<file path="src/rtl/seg_pkg.sv">
// Shared constants for the segment unit: segment register indices and the
// segment-override state encoding.
package seg_pkg;

  localparam int SEG_ES = 0;
  localparam int SEG_CS = 1;
  localparam int SEG_SS = 2;
  localparam int SEG_DS = 3;

  typedef enum logic {
    OVR_IDLE  = 1'b0,
    OVR_ARMED = 1'b1
  } ovr_state_t;

  // True when a select value names one of the implemented segment registers.
  function automatic bit seg_index_ok(input int unsigned sel, input int unsigned num_seg);
    return sel < num_seg;
  endfunction

endpackage

</file>
<file path="src/rtl/seg_agu.sv">
// Address generation: (segment << SHIFT) + offset, modulo 2^AW, registered
// with one cycle of latency. Address and segment hold while no access is valid.
module seg_agu #(
  parameter int WIDTH = 16,
  parameter int SHIFT = 4,
  parameter int SEL_W = 2,
  localparam int AW   = WIDTH + SHIFT
) (
  input  logic             clk,
  input  logic             rst,
  input  logic             acc_valid,
  input  logic [SEL_W-1:0] acc_sel,
  input  logic [WIDTH-1:0] seg_val,
  input  logic [WIDTH-1:0] off,
  output logic             addr_valid,
  output logic [AW-1:0]    addr,
  output logic [SEL_W-1:0] addr_seg
);

  logic [AW-1:0] sum;

  // The carry out of bit AW-1 is dropped, which gives the modulo wrap.
  always_comb begin
    sum = (AW'(seg_val) << SHIFT) + AW'(off);
  end

  always_ff @(posedge clk) begin
    if (rst) begin
      addr_valid <= 1'b0;
      addr       <= '0;
      addr_seg   <= '0;
    end else begin
      addr_valid <= acc_valid;
      if (acc_valid) begin
        addr     <= sum;
        addr_seg <= acc_sel;
      end
    end
  end

endmodule

</file>
<file path="src/rtl/segment_unit.sv">
// Segment register file with optional one-shot segment-override prefix
// (compiled in by SEGMENT_UNIT_OVERRIDE_EN) feeding a registered address generator.
module segment_unit
  import seg_pkg::*;
#(
  parameter int              WIDTH    = 16,
  parameter int              NUM_SEG  = 4,
  parameter int              SHIFT    = 4,
  parameter logic [WIDTH-1:0] CS_RESET = 16'hFFFF,
  localparam int SEL_W = (NUM_SEG > 1) ? $clog2(NUM_SEG) : 1,
  localparam int AW    = WIDTH + SHIFT
) (
  input  logic             CLK,
  input  logic             RST,
  input  logic             WE,
  input  logic [SEL_W-1:0] WSEL,
  input  logic [WIDTH-1:0] WDATA,
  input  logic [SEL_W-1:0] RSEL,
  output logic [WIDTH-1:0] RDATA,
  input  logic             PFX_VALID,
  input  logic [SEL_W-1:0] PFX_SEG,
  input  logic             ACC_VALID,
  input  logic [SEL_W-1:0] ACC_DEFSEG,
  input  logic [WIDTH-1:0] ACC_OFF,
  output logic             ADDR_VALID,
  output logic [AW-1:0]    ADDR,
  output logic [SEL_W-1:0] ADDR_SEG,
  output logic             INT_INHIBIT,
  input  logic             FLUSH,
  output ovr_state_t       dbg_state
);

  // Interface timing: WE, PFX_VALID, ACC_VALID and FLUSH are single-cycle
  // strobes with no ready; each is consumed at the rising edge where it is high.
  // ADDR_VALID pulses one cycle after the ACC_VALID that produced it.

  logic [WIDTH-1:0] seg_q [NUM_SEG];
  logic [SEL_W-1:0] acc_sel;
  logic [WIDTH-1:0] acc_seg_val;

  // Segment registers. Out-of-range write indices match no register.
  always_ff @(posedge CLK) begin
    if (RST) begin
      for (int i = 0; i < NUM_SEG; i++) begin
        seg_q[i] <= (i == SEG_CS) ? CS_RESET : '0;
      end
    end else if (WE && seg_index_ok(int'(WSEL), NUM_SEG)) begin
      for (int i = 0; i < NUM_SEG; i++) begin
        if (WSEL == SEL_W'(i)) seg_q[i] <= WDATA;
      end
    end
  end

  always_comb begin
    RDATA = '0;
    for (int i = 0; i < NUM_SEG; i++) begin
      if (RSEL == SEL_W'(i)) RDATA = seg_q[i];
    end
  end

  // Interrupt shadow follows every SS write by exactly one cycle.
  always_ff @(posedge CLK) begin
    if (RST) INT_INHIBIT <= 1'b0;
    else     INT_INHIBIT <= WE && (WSEL == SEL_W'(SEG_SS));
  end

`ifdef SEGMENT_UNIT_OVERRIDE_EN
  ovr_state_t       state;
  logic [SEL_W-1:0] pfx_q;

  // FLUSH beats a same-cycle prefix; a prefix beats the consuming access so
  // that a new prefix arriving with an access stays armed.
  always_ff @(posedge CLK) begin
    if (RST) begin
      state <= OVR_IDLE;
      pfx_q <= '0;
    end else if (FLUSH) begin
      state <= OVR_IDLE;
    end else if (PFX_VALID) begin
      state <= OVR_ARMED;
      pfx_q <= PFX_SEG;
    end else if (ACC_VALID && state == OVR_ARMED) begin
      state <= OVR_IDLE;
    end
  end

  assign acc_sel   = (state == OVR_ARMED) ? pfx_q : ACC_DEFSEG;
  assign dbg_state = state;
`else
  logic unused_ovr_inputs;
  assign unused_ovr_inputs = ^{PFX_VALID, PFX_SEG, FLUSH};
  assign acc_sel   = ACC_DEFSEG;
  assign dbg_state = OVR_IDLE;
`endif

  // Access reads the registered value, so a same-cycle write is not forwarded.
  always_comb begin
    acc_seg_val = '0;
    for (int i = 0; i < NUM_SEG; i++) begin
      if (acc_sel == SEL_W'(i)) acc_seg_val = seg_q[i];
    end
  end

  seg_agu #(
    .WIDTH (WIDTH),
    .SHIFT (SHIFT),
    .SEL_W (SEL_W)
  ) u_agu (
    .clk        (CLK),
    .rst        (RST),
    .acc_valid  (ACC_VALID),
    .acc_sel    (acc_sel),
    .seg_val    (acc_seg_val),
    .off        (ACC_OFF),
    .addr_valid (ADDR_VALID),
    .addr       (ADDR),
    .addr_seg   (ADDR_SEG)
  );

endmodule

</file>
<file path="config.mk">
export PLATFORM = sky130hd
export DESIGN_NAME = segment_unit
export DESIGN_NICKNAME = d
export VERILOG_FILES = /design/src/rtl/seg_pkg.sv /design/src/rtl/seg_agu.sv /design/src/rtl/segment_unit.sv
export SDC_FILE = /design/constraint.sdc
export NUM_CORES = 1
export LEC_CHECK = 0
export BUFFER_PORTS_ARGS = -buffer_cell sky130_fd_sc_hd__clkbuf_2
export CELL_PAD_IN_SITES_DETAIL_PLACEMENT = 1
export CELL_PAD_IN_SITES_GLOBAL_PLACEMENT = 1
export CORE_MARGIN = 1
export CORE_UTILIZATION = 41
export CTS_CLUSTER_SIZE = 25
export DETAILED_ROUTE_END_ITERATION = 10
export PLACE_DENSITY_LB_ADDON = 0.1
export SETUP_SLACK_MARGIN = 0.1
export SLEW_MARGIN = 20
export SYNTH_ARGS = -nofsm -noshare
export SYNTH_HDL_FRONTEND = slang
export SYNTH_HIERARCHICAL = 1
export SYNTH_SLANG_ARGS = --single-unit
</file>
<file path="constraint.sdc">
create_clock -name CLK -period 3.2 [get_ports CLK]
set_clock_uncertainty 0.1 [all_clocks]
set_input_delay 0.64 -clock CLK [delete_from_list [all_inputs] [get_ports CLK]]
set_output_delay 0.64 -clock CLK [all_outputs]
set_load 0.02 [all_outputs]
</file>
== Word level (Yosys, flattened, before mapping) ==
Memories as Yosys holds them, arrays and structs flattened.
Index checks and enable logic that the tools add are counted.

* Bits in registers: 24
* Memory bits (writable): 64
* Output and inout port bits: 41
* Logic and storage cells: 53
* Memories kept: 1

{| class="wikitable"
|+ Memory list
! name !! depth !! bits a word !! read ports !! clocked after memory_dff !! wr ports !! line !! RTL
|-
| seg_q || 4 || 16 || 4 || 0 || 4 || segment_unit.sv:37 || <nowiki>logic [WIDTH-1:0] seg_q [NUM_SEG];</nowiki>
|}

* Add/sub/neg operators: 1
* Eq/ne operators: 9
* Muxes and demuxes: 30
* Bitwise logic cells: 4
* Reductions and logical operators: 4

{| class="wikitable"
|+ Operators by type and width
! cell !! number
|-
| $mux W16 || 12
|-
| $add A20 B16 Y20 || 1
|-
| $mux W1 || 18
|-
| $eq A2 B2 Y1 const B || 6
|-
| $eq A2 B1 Y1 const B || 3
|-
| $logic_not A2 Y1 || 3
|-
| $or A1 B1 Y1 || 4
|-
| $logic_and A1 B1 Y1 || 1
|}

== Depth between registers and ports, before layout ==
Gate-level depths: netlist of run 1.

* Depth in word-level cells: 6
* Gate-level depth with buffers: 10
* Mapped depth without buffers: 8

== Hierarchy ==
Netlist of run 1, hierarchy kept.

{| class="wikitable"
|+ By module, submodules not included
! module !! times used !! cells each !! area each (um^2)
|-
| segment_unit || 1 || 208 || 3323.2
|-
| seg_agu || 1 || 165 || 1462.7
|}

== Worst setup path after synthesis of run 1 ==
Ideal clock, no wire load.

* Path type: in2reg
* Start: in ACC_DEFSEG[0]
* End: reg u_agu.addr[18]
* Library setup time: 0.062 ns
* Data arrival time: 3.155 ns
* Path slack: -0.117 ns
* Stages: 9
* Cell sequence: buf_6 > mux4_1 > ha_1 > fa_1 > a21o_1 > a221oi_2 > o31ai_1 > or4_1 > nand3_1

* Longest elaborated chain between the ends: 6
* Elaborated cells on any way between the ends: 9

{| class="wikitable"
|+ Ends and longest elaborated chain
! item !! line !! RTL
|-
| start: declaration || segment_unit.sv:23 || <nowiki>input logic [SEL_W-1:0] ACC_DEFSEG,</nowiki>
|-
| $logic_not A2 Y1 || segment_unit.sv:100 || <nowiki>if (acc_sel == SEL_W'(i)) acc_seg_val = seg_q[i];</nowiki>
|-
| $mux W16 (3 in series) || segment_unit.sv:100 ||
|-
| $mux W16 * || segment_unit.sv:100 ||
|-
| named net acc_seg_val[0] || segment_unit.sv:39 || <nowiki>logic [WIDTH-1:0] acc_seg_val;</nowiki>
|-
| $add A20 B16 Y20 * || seg_agu.sv:24 || <nowiki>sum = (AW'(seg_val) << SHIFT) + AW'(off);</nowiki>
|-
| end signal: assignment || seg_agu.sv:35 || <nowiki>addr <= sum;</nowiki>
|-
| end: declaration || seg_agu.sv:16 || <nowiki>output logic [AW-1:0] addr,</nowiki>
|}

Mark *: on every way through the listed nets, which the timed path passes. The rest lies on a longest branch.
A chain may end at the register's enable or synchronous reset.

== Worst setup path in the final report of run 1 ==
Ends and elaborated chain as after synthesis.

==> parameters.txt, run 1 <==
Parameter                              Value

Timing
  Setup repair after global routing missed its margin ... no
  FMAX ... 335.6 MHz
  Part of the cycle the worst path needs ... 0.9311
  Crit path time final ... 2979 ps
  Tightest Pin Transition ... 718.3 ps
  Final setup violation count ... 0
  Worst hold margin ... 383.7 ps
  Number of max-slew violations in the final report ... 0
  Total count of hold-check failures in the final report ... 0
  Setup total negative slack ... 0 ps
  Worst max-slew margin expressed relative to the limit ... 0.5211

Detailed routing
  Remaining antenna violation count after routing ... 0
  Iteration-0 DRC Markers ... 185
  Total via count in the routed design ... 3,377
  DRC errors left ... 0
  Vias per inst ... 5.421
  Routed wire length per instance ... 18.47 um
  Total length of routed wires ... 11.50 mm
  DR pass1 iterations ... 4

Layout
  Number of standard cells in the final layout excluding fillers ... 623
  Final nets ... 534
  Most common cell after layout, fill and taps aside ... clkbuf_2
  Number of antenna repair diodes ... 0
  Share of layout cells above drive strength 1 ... 0.3458
  Filler cell count in the final layout ... 1,213
  Post-route standard cell area excluding fillers ... 5814 um^2
  Commonest non-fill, non-tap cells in the layout ... clkbuf_2 (80), nor2_1 (65), edfxtp_1 (64)
  Area Overhead vs Synth ... 21.49%
  Multi-input gate area in the final layout ... 2220 um^2
  Sequential standard cell area ... 2402 um^2

Placed design
  Cells after DPL ... 607
  Standard cell area after detailed placement ... 5515 um^2
  Port Buffers ... 81
  Weighted congestion at the end of routability-driven global placement ... 0.7854
  Placed wire-length estimate ... 8.455 mm

Yosys
  Yosys warning total ... 6
  Xor and xnor fraction of the mapped netlist area ... 0.01464
  Post-synthesis mux area share ... 0.1875
  Most instantiated flip-flop cell in the synthesis netlist ... edfxtp_1
  Total nets after synthesis ... 432
  Synthesis-stage register bit count ... 88
  Post-Synth Simple-Gate Area ... 0.1475
  Cell area after synthesis ... 4786 um^2
  Number of different library cells in the post-synthesis netlist ... 52
  Post-synth EDFFs ... 64
  Share of synthesized registers carrying an async set or reset ... 0
  Syn Area/Cell ... 12.83 um^2
  Cells after synthesis ... 373
  Largest family of logic cells by synthesized area ... multiplexers
  Part of the Yosys area used for sequential elements ... 0.5020
  Synthesized-area fraction occupied by adder cells ... 0.03556
  Post-synthesis compound-gate area fraction ... 0.07216

Setup path
  Startpoint of the worst setup timing path ... ACC_DEFSEG[0]
  Arrival time of the worst setup path ... 3170 ps
  Origin of the critical flop-to-flop path ... seg_q[0][0]
  Slack of the worst reg-to-reg path ... 380 ps
  Required @ worst endpoint ... 3390 ps
  Critical Path Source Type ... primary input
  Type of the setup path with the least slack ... in -> reg
  Highest fanout seen on the critical path ... 7
  Worst R2R Path Depth ... 8
  Worst R2R End ... u_agu/addr[18]
  Sort of element at the end of the critical path ... flop

Power
  Worst vdd rail ir drop ... 0.0003145 V
  Switching power as a share of total power ... 0.2750
  Part of the total power dissipated in combinational logic ... 0.231
  Sequential Power Share ... 0.434
  Static Leak ... 2.327 nW
  Clock power frac ... 0.335
  Internal power component ... 2.281 mW
  Total power per unit cell area ... 541.1 nW/um^2
  Switch Pwr ... 865.2 uW

Clock tree
  Total CTS buffers ... 9
  Max Root-Sink Buffers ... 2
  Clock tree from TritonCTS ... done
  Clk sinks ... 88
  Buffer count from post-CTS setup fixing ... 0
  Clock transition time at the flip-flop clock pins of the worst setup and hold paths ... 60 ps
  Clock insertion delay at the later pin of the skew report ... 350 ps
  Clock Tree Root ... clkbuf_16
  Number of H-tree levels ... 3

Floorplan
  Die Area ... 12,110 um^2
  Floorplan row count ... 39
  Number of placed I/O pins ... 87
  Die height ... 110.0 um
  Initial Utilization ... 0.4191
  Core Footprint ... 11,420 um^2
  Die outline width ... 110.0 um

GRT
  Wire length of the first global-routing pass ... 17.93 mm
  Largest net degree at the start of global routing ... 34
  Vias in the first global route ... 3,432
  Overall track demand over capacity in global routing ... 0.2056
  Grt total ovfl ... 0
  Number of antenna violations at the first check in global routing ... 0

Worst hold path
  Path category of the worst min-delay check ... reg -> reg
  Hold path start ... u_agu/addr[12]
  Worst hold path depth ... 2
  Endpoint of the worst hold-timing path ... u_agu/addr[12]

Run
  Max-capacitance violation count ... 0

Outcome
  Status ... finished, final reports clean
## final cells by class
type	count	area share
multi-input cells	252	0.3818
inverters	7	0.004519
repair buffers	117	0.1194
flip-flops and latches	88	0.4132
clock buffers	13	0.04304
clock inverters	3	0.007317
well taps	143	0.03077
## registers in the layout, summed over array words and instances (netlist names)
signal,count
seg_q,64
u_agu/addr_seg,2
INT_INHIBIT,1
u_agu/addr_valid,1
u_agu/addr,20
## cell families (layout without fill, tap and decap cells)
kind of cell,after synthesis,after routing
flops,88,88
simple gates,137,137
compound gates,48,48
mux,45,45
fa+ha+maj,13,13
xor+xnor,8,8
buf+inv,33,140
other cells,1,1
## Yosys cell counts (3+ instances only)
cell | number | area (um^2)
mux4_2 | 20 | 450.4
nor2_1 | 65 | 244.0
nand3b_1 | 17 | 127.6
inv_1 | 7 | 26.28
xnor2_1 | 6 | 52.55
nand2_1 | 10 | 37.54
a211oi_1 | 3 | 22.52
dfxtp_1 | 24 | 480.5
buf_2 | 10 | 50.05
o21bai_1 | 4 | 30.03
nand2b_1 | 25 | 156.4
edfxtp_1 | 64 | 1922
nand3_1 | 5 | 25.02
a21oi_1 | 9 | 45.04
clkbuf_1 | 8 | 30.03
mux2i_1 | 12 | 120.1
ha_1 | 12 | 150.1
mux4_1 | 12 | 315.3
o21ai_0 | 6 | 30.03
a21o_1 | 8 | 60.06
## stage by stage
step | setup slack (ps) | util | total power, mW
2_1_floorplan | 136.9 | - | 1.859
3_3_place_gp | -196.1 | 0.4830 | 2.103
3_5_place_dp | -259.9 | 0.4830 | 2.124
4_1_cts | 119.8 | 0.5083 | 3.183
5_1_grt | 133.3 | 0.5092 | 3.299
6_report | 220.6 | 0.5092 | 3.146
## critical path, cell delays in order
cell	delay, ps
clkbuf_4	200
mux4_2	550
ha_4	190
fa_2	360
a21o_1	210
a221oi_4	380
o31ai_2	140
or4_1	410
nand3_1	90
## power by group through the flow
stage	sequential, mW	combinational, mW	clock (mW)
floorplan	1.42	0.438	0
global placement	1.38	0.720	0
detailed placement	1.39	0.732	0
CTS	1.37	0.736	1.08
global route	1.38	0.796	1.12
finish	1.37	0.726	1.05
## per-layer routing
layer	wire length (um)	global-route usage	vias to the layer above	part of all wire
li1	-	-	1615	-
met1	4877	0.2476	1672	0.42
met2	6021	0.3674	77	0.52
met3	442	0.03586	13	0.038
met4	163	0.07524	0	0.014
met5	0	0	-	0
## what timing repair did
action	4_1_cts	5_1_grt
hold buffers	0	0
resized for setup	1	4
pin swaps	0	1
cloned	0	0
endpoints found under the setup margin	1	3
## how the worst max path moves through the flow
| stage | cells after the start | slack [ps] | endpoint |
|---|---|---|---|
| 2_1_floorplan | 9 | 140 | u_agu/addr[18] |
| 3_3_place_gp | 9 | -200 | u_agu/addr[17] |
| 3_5_place_dp | 9 | -260 | u_agu/addr[17] |
| 4_1_cts | 9 | 120 | u_agu/addr[17] |
| 5_1_grt | 9 | 130 | u_agu/addr[17] |
| 6_report | 9 | 220 | u_agu/addr[18] |
Note: power is estimated with default switching activity, not from simulation.
==> run 2: changes to the inputs <==
--- a/config.mk
+++ b/config.mk
@@ -8,6 +8,7 @@
 export BUFFER_PORTS_ARGS = -buffer_cell sky130_fd_sc_hd__clkbuf_2
 export CELL_PAD_IN_SITES_DETAIL_PLACEMENT = 1
 export CELL_PAD_IN_SITES_GLOBAL_PLACEMENT = 1
+export CORE_ASPECT_RATIO = 1.75
 export CORE_MARGIN = 1
 export CORE_UTILIZATION = 41
 export CTS_CLUSTER_SIZE = 25
@@ -17,5 +18,4 @@
 export SLEW_MARGIN = 20
 export SYNTH_ARGS = -nofsm -noshare
 export SYNTH_HDL_FRONTEND = slang
-export SYNTH_HIERARCHICAL = 1
 export SYNTH_SLANG_ARGS = --single-unit
==> parameters.txt, run 2 <==
Parameter                              Value

Setup path
  CP peak stage delay ... 530 ps
  Worst R2R End ... u_agu.addr[18]
  Arrival time of the worst setup path ... 3120 ps
  Cell with the largest stage delay on the worst path ... mux4_2
  Critical Path Source Type ... primary input
  Slack of the worst reg-to-reg path ... 430 ps
  Required @ worst endpoint ... 3380 ps
  Startpoint of the worst setup timing path ... ACC_DEFSEG[0]
  Origin of the critical flop-to-flop path ... seg_q[3][0]
  Highest fanout seen on the critical path ... 5
  Critical path cell sequence ... clkbuf_2 > mux4_2 > ha_2 > fa_2 > a211oi_2 > o21ai_1 > a31oi_2 > o21ai_2 > or2_0 > nand3_1
  Type of the setup path with the least slack ... in -> reg
  Sort of element at the end of the critical path ... flop
  Worst R2R Path Depth ... 9

Yosys
  Post-Synth Simple-Gate Area ... 0.1524
  Syn Area/Cell ... 13.14 um^2
  Total nets after synthesis ... 415
  Synthesized-area fraction occupied by adder cells ... 0.03917
  Most used standard cell by instance count after synthesis ... edfxtp_1
  Number of different library cells in the post-synthesis netlist ... 45
  Post-synthesis compound-gate area fraction ... 0.07325
  Top post-synthesis cells by area ... edfxtp_1 (41%), mux4_2 (14%), dfxtp_1 (10%), and2_1 (6.4%), ha_1 (3.5%)
  Share of synthesized registers carrying an async set or reset ... 0
  Synth top area share ... 0.4121
  Cell area after synthesis ... 4663 um^2
  Post-synth EDFFs ... 64
  Cell accounting for the most synthesized area ... edfxtp_1
  Post-synthesis mux area share ... 0.1792
  Cells after synthesis ... 355
  Xor and xnor fraction of the mapped netlist area ... 0.01503
  Part of the Yosys area used for sequential elements ... 0.5152
  Yosys warning total ... 0
  Largest family of logic cells by synthesized area ... multiplexers
  Synthesis-stage register bit count ... 88
  Most used standard cells in the synthesized netlist ... edfxtp_1 (64), and2_1 (48), mux4_2 (28), nor2_1 (27), dfxtp_1 (24)
  Most instantiated flip-flop cell in the synthesis netlist ... edfxtp_1

GRT
  Wire length of the first global-routing pass ... 17.56 mm
  Largest net degree at the start of global routing ... 27
  Vias in the first global route ... 3,427
  Number of antenna violations at the first check in global routing ... 0
  Overall track demand over capacity in global routing ... 0.2119
  Grt total ovfl ... 0

Layout
  Area Overhead vs Synth ... 20.10%
  Number of antenna repair diodes ... 0
  Sequential standard cell area ... 2402 um^2
  Filler cell count in the final layout ... 1,180
  Finished Core Util ... 0.5044
  Final nets ... 507
  Register ranked first by flip-flop count ... seg_q
  Multi-input gate area in the final layout ... 2158 um^2
  Commonest non-fill, non-tap cells in the layout ... clkbuf_2 (81), edfxtp_1 (64), and2_1 (48)
  Share of layout cells above drive strength 1 ... 0.3584
  Flip-flop count of the largest register after layout ... 64
  Biggest registers after layout ... seg_q: 64 flops, u_agu.addr: 20 flops, u_agu.addr_seg: 2 flops
  Number of standard cells in the final layout excluding fillers ... 584
  Most common cell after layout, fill and taps aside ... clkbuf_2

Outcome
  Status ... finished, final reports clean

Detailed routing
  Routed wire length per instance ... 19.52 um
  Vias per inst ... 5.426
  Total length of routed wires ... 11.40 mm
  DR pass1 iterations ... 4
  Total via count in the routed design ... 3,169
  Iteration-0 DRC Markers ... 85
  DRC errors left ... 0
  Remaining antenna violation count after routing ... 0

Clock tree
  Clock Tree Root ... clkbuf_16
  Clock tree from TritonCTS ... done
  Count of hold-fix buffers inserted at cts ... 0
  Buffer count from post-CTS setup fixing ... 0
  Max Root-Sink Buffers ... 2
  Count of cells resized by post-cts repair ... 0
  Clock transition time at the flip-flop clock pins of the worst setup and hold paths ... 70 ps
  Clk sinks ... 88
  Total CTS buffers ... 9
  Number of H-tree levels ... 3
  Clock insertion delay at the later pin of the skew report ... 340 ps

Timing
  Tightest Pin Transition ... 721.9 ps
  Setup repair after global routing missed its margin ... no
  Total count of hold-check failures in the final report ... 0
  Number of max-slew violations in the final report ... 0
  Part of the cycle the worst path needs ... 0.9192
  Crit path time final ... 2941 ps
  Worst max-slew margin expressed relative to the limit ... 0.5150
  Fin worst setup slack ... 258.6 ps
  FMAX ... 340.0 MHz
  Final setup violation count ... 0

Placed design
  Port Buffers ... 81
  Pre-CTS setup slack ... -129.5 ps
  Placed wire-length estimate ... 8.381 mm
  Cells after DPL ... 568
  Weighted congestion at the end of routability-driven global placement ... 0.8069

Floorplan
  Die outline width ... 82.62 um
  Number of placed I/O pins ... 87
  Core Footprint ... 11,100 um^2
  Die Area ... 11,820 um^2
  Die height ... 143.1 um
  Floorplan row count ... 51
  Initial Utilization ... 0.4200

Power
  Total power per unit cell area ... 542.2 nW/um^2
  Worst vdd rail ir drop ... 0.0002880 V
  Static Leak ... 2.246 nW

Run
  Max-capacitance violation count ... 0

Worst hold path
  Path category of the worst min-delay check ... reg -> reg
  Worst hold path depth ... 2
  Endpoint of the worst hold-timing path ... u_agu.addr[15]
  Hold path start ... u_agu.addr[15]
## run 2: area by class of cell
type,instances,share of cell area
clock buffer,10,0.04267
clock inverter,6,0.008937
inverter,4,0.002681
multi-input combinational,241,0.3854
sequential,88,0.4290
tap,132,0.02949
timing repair buffer,103,0.1019
## run 2: routing by layer
metal / track usage / vias to the layer above / wire length, um
li1: - / 1512 / -
met5: 0 / - / 0
met2: 0.4089 / 71 / 6760
met4: 0.06534 / 0 / 137
met1: 0.2223 / 1575 / 4065
met3: 0.03834 / 11 / 437
## run 2: where the power goes
| group | internal, mW | switching [mW] |
|---|---|---|
| registers | 1.32 | 0.0439 |
| logic | 0.284 | 0.363 |
| clock network | 0.556 | 0.469 |
| total | 2.16 | 0.876 |
## run 2: how the worst max path moves through the flow
| stage | to | slack, ps | cells past startpoint |
|---|---|---|---|
| global placement | u_agu.addr[18] | -90 | 10 |
| detailed placement | u_agu.addr[13] | -130 | 9 |
| global route | u_agu.addr[19] | 110 | 10 |
| floorplan | u_agu.addr[18] | 130 | 11 |
| CTS | u_agu.addr[18] | 240 | 10 |
| finish | u_agu.addr[18] | 260 | 10 |
## run 2: stage by stage
step / hold slack, ps / power (mW) / cell area [um^2] / TNS, ps
3_5_place_dp: 349.9 / 2.046 / 5311 / -725.6
5_1_grt: 389.6 / 3.179 / 5600 / 0
4_1_cts: 366.6 / 3.076 / 5600 / 0
2_1_floorplan: 433.6 / 1.815 / 4688 / 0
3_3_place_gp: 337.3 / 2.023 / 5311 / -284.8
6_report: 357.0 / 3.036 / 5600 / 0
## run 2: cell families after synthesis
| logic type | after synthesis |
|---|---|
| xor gates and xnor gates | 8 |
| buffers and inverters | 26 |
| adders and majority gates | 14 |
| DFF | 88 |
| AOI/OAI and AO/OA | 48 |
| other | 1 |
| muxes | 42 |
| and+or+nand+nor | 128 |
## run 2: worst max-delay path, delay by kind of cell
family                   cells  cell delay, ps
multiplexers                 1             530
adder cells (fa/ha/maj)      2             550
AO/OA/AOI/OAI                4             890
buffers and inverters        1             210
AND/OR/NAND/NOR              2             300
==> run 3: changes to the inputs <==
--- a/config.mk
+++ b/config.mk
@@ -10,10 +10,11 @@
 export CELL_PAD_IN_SITES_GLOBAL_PLACEMENT = 1
 export CORE_ASPECT_RATIO = 1.75
 export CORE_MARGIN = 1
-export CORE_UTILIZATION = 41
+export CORE_UTILIZATION = 45
 export CTS_CLUSTER_SIZE = 25
 export DETAILED_ROUTE_END_ITERATION = 10
 export PLACE_DENSITY_LB_ADDON = 0.1
+export RECOVER_POWER = 25
 export SETUP_SLACK_MARGIN = 0.1
 export SLEW_MARGIN = 20
 export SYNTH_ARGS = -nofsm -noshare
==> constraint.sdc (replaced) <==
create_clock -name CLK -period 2.8 [get_ports CLK]
set_clock_uncertainty 0.1 [all_clocks]
set_input_delay 0.56 -clock CLK [delete_from_list [all_inputs] [get_ports CLK]]
set_output_delay 0.56 -clock CLK [all_outputs]
set_load 0.02 [all_outputs]
==> parameters.txt, run 3 (synthesized netlist as in run 2, its figures left out) <==
Parameter                              Value

Setup path
  CP peak stage delay ... 540 ps
  Highest fanout seen on the critical path ... 5
  Type of the setup path with the least slack ... in -> reg
  Worst R2R End ... u_agu.addr[10]
  Origin of the critical flop-to-flop path ... seg_q[3][0]
  Critical Path Source Type ... primary input
  Worst R2R Path Depth ... 10
  Slack of the worst reg-to-reg path ... -2 ps
  Startpoint of the worst setup timing path ... ACC_DEFSEG[0]
  Cell with the largest stage delay on the worst path ... mux4_2
  Sort of element at the end of the critical path ... flop
  Required @ worst endpoint ... 2910 ps
  Critical path cell sequence ... clkbuf_8 > mux4_2 > ha_4 > fa_2 > a211oi_4 > buf_6 > nor2_4 > o21a_1 > nor2_1 > xor2_1 > o22ai_1
  Arrival time of the worst setup path ... 2910 ps
  Capturing instance or port of the critical path ... u_agu.addr[10]

Layout
  Post-route standard cell area excluding fillers ... 5806 um^2
  Filler cell count in the final layout ... 1,057
  Biggest registers after layout ... seg_q: 64 flops, u_agu.addr: 20 flops, u_agu.addr_seg: 2 flops
  Commonest non-fill, non-tap cells in the layout ... clkbuf_2 (79), edfxtp_1 (64), and2_1 (48)
  Register ranked first by flip-flop count ... seg_q
  Area Overhead vs Synth ... 24.50%
  Most common cell after layout, fill and taps aside ... clkbuf_2
  Share of layout cells above drive strength 1 ... 0.3910
  Final nets ... 523
  Number of standard cells in the final layout excluding fillers ... 593
  Flip-flop count of the largest register after layout ... 64
  Number of antenna repair diodes ... 0

Clock tree
  Number of H-tree levels ... 3
  Max Root-Sink Buffers ... 2
  Count of hold-fix buffers inserted at cts ... 0
  Clock insertion delay at the later pin of the skew report ... 340 ps
  Clk sinks ... 88
  Clock tree from TritonCTS ... done
  Total CTS buffers ... 9
  Clock transition time at the flip-flop clock pins of the worst setup and hold paths ... 70 ps
  Clock Tree Root ... clkbuf_16

Detailed routing
  Routed wire length per instance ... 19.77 um
  Total length of routed wires ... 11.72 mm
  Iteration-0 DRC Markers ... 94
  DRC errors left ... 0
  Total via count in the routed design ... 3,273
  Vias per inst ... 5.519
  DR pass1 iterations ... 4
  Remaining antenna violation count after routing ... 0

Placed design
  Port Buffers ... 81
  Standard cell area after detailed placement ... 5430 um^2
  Cells after DPL ... 575
  Placed wire-length estimate ... 8.342 mm
  Weighted congestion at the end of routability-driven global placement ... 0.8123

GRT
  Fraction of met1 tracks used by global routing ... 0.2382
  Overall track demand over capacity in global routing ... 0.2358
  Largest net degree at the start of global routing ... 21
  Vias in the first global route ... 3,610
  Met3 track demand over resource ... 0.02867
  Grt total ovfl ... 0
  Most utilized layer in the global route result ... met2
  Number of antenna violations at the first check in global routing ... 0
  Wire length of the first global-routing pass ... 18.45 mm
  Global Route met2 Usage ... 0.4812

Power
  Worst vdd rail ir drop ... 0.0003293 V
  Switch Pwr ... 1.053 mW
  Static Leak ... 2.339 nW
  Total power per unit cell area ... 615.8 nW/um^2
  Clock power frac ... 0.327
  Sequential Power Share ... 0.437
  Switching power as a share of total power ... 0.2944
  Part of the total power dissipated in combinational logic ... 0.236
  PnR Total Power ... 3.575 mW
  Internal power component ... 2.522 mW

Timing
  Part of the cycle the worst path needs ... 1.001
  Worst max-slew margin expressed relative to the limit ... 0.2217
  Final setup violation count ... 1
  Number of max-slew violations in the final report ... 0
  Tightest Pin Transition ... 1167 ps
  FMAX ... 356.9 MHz
  Setup repair after global routing missed its margin ... yes
  Fin worst setup slack ... -1.608 ps
  Crit path time final ... 2802 ps
  Worst hold margin ... 344.8 ps
  Setup total negative slack ... -1.608 ps
  Total count of hold-check failures in the final report ... 0

Outcome
  Violations in the final reports ... setup timing
  Status ... complete, but fails checks

Run
  Max-capacitance violation count ... 0

Floorplan
  Floorplan row count ... 48
  Die outline width ... 78.95 um
  Number of placed I/O pins ... 87
  Die height ... 136.7 um
  Core Footprint ... 9970 um^2
  Die Area ... 10,790 um^2
  Initial Utilization ... 0.4677

Worst hold path
  Path category of the worst min-delay check ... reg -> reg
## run 3: how the worst min path moves through the flow
stage / slack [ps] / startpoint / cells after the start / end
floorplan: 420 / u_agu.addr[14] / 2 / u_agu.addr[14]
global placement: 340 / u_agu.addr[15] / 2 / u_agu.addr[15]
detailed placement: 340 / u_agu.addr[14] / 2 / u_agu.addr[14]
CTS: 350 / u_agu.addr[14] / 2 / u_agu.addr[14]
global route: 380 / u_agu.addr[14] / 2 / u_agu.addr[14]
finish: 340 / u_agu.addr[14] / 2 / u_agu.addr[14]
## run 3: power by group through the flow
| stage | Clock, mW | Sequential, mW | Combinational [mW] |
|---|---|---|---|
| after floorplan | 0 | 1.62 | 0.460 |
| after global placement | 0 | 1.58 | 0.773 |
| after detailed placement | 0 | 1.59 | 0.793 |
| after CTS | 1.20 | 1.56 | 0.810 |
| after global routing | 1.25 | 1.57 | 0.919 |
| final | 1.17 | 1.56 | 0.843 |
## run 3: what timing repair did
action,4_1_cts,5_1_grt
setup buffers,2,1
endpoints found under the setup margin,10,12
cloned,0,0
pin swaps,5,14
gates resized for setup,4,15
## run 3: per-stage QoR
step,util,worst slack (ps)
5_1_grt,0.5823,-109.2
3_5_place_dp,0.5447,-344.4
3_3_place_gp,0.5447,-334.6
2_1_floorplan,-,-158.2
4_1_cts,0.5757,47.18
6_report,0.5823,-1.608
## run 3: cell type report
cell class / count / area [um^2] / share of cell area
timing repair buffer: 119 / 718.2 / 0.1237
clock buffer: 9 / 225.2 / 0.03879
multi-input combinational: 241 / 2225 / 0.3832
tap: 125 / 156.4 / 0.02694
clock inverter: 7 / 63.81 / 0.01099
inverter: 4 / 15.01 / 0.002586
sequential: 88 / 2402 / 0.4138
## run 3: layer usage
layer  share of wire  vias to the layer above  routed length [um]
met5               0                        -                   0
met4           0.012                        0                 137
met3           0.032                       11                 373
met2            0.60                       69                6988
met1            0.36                     1646                4221
li1                -                     1547                   -
## run 3: critical path, delay by kind of cell
family	cells	cell delay [ps]
adders and majority gates	2	610
AOI/OAI and AO/OA	3	560
muxes	1	540
buffers and inverters	2	280
and+or+nand+nor	2	190
xor gates and xnor gates	1	170
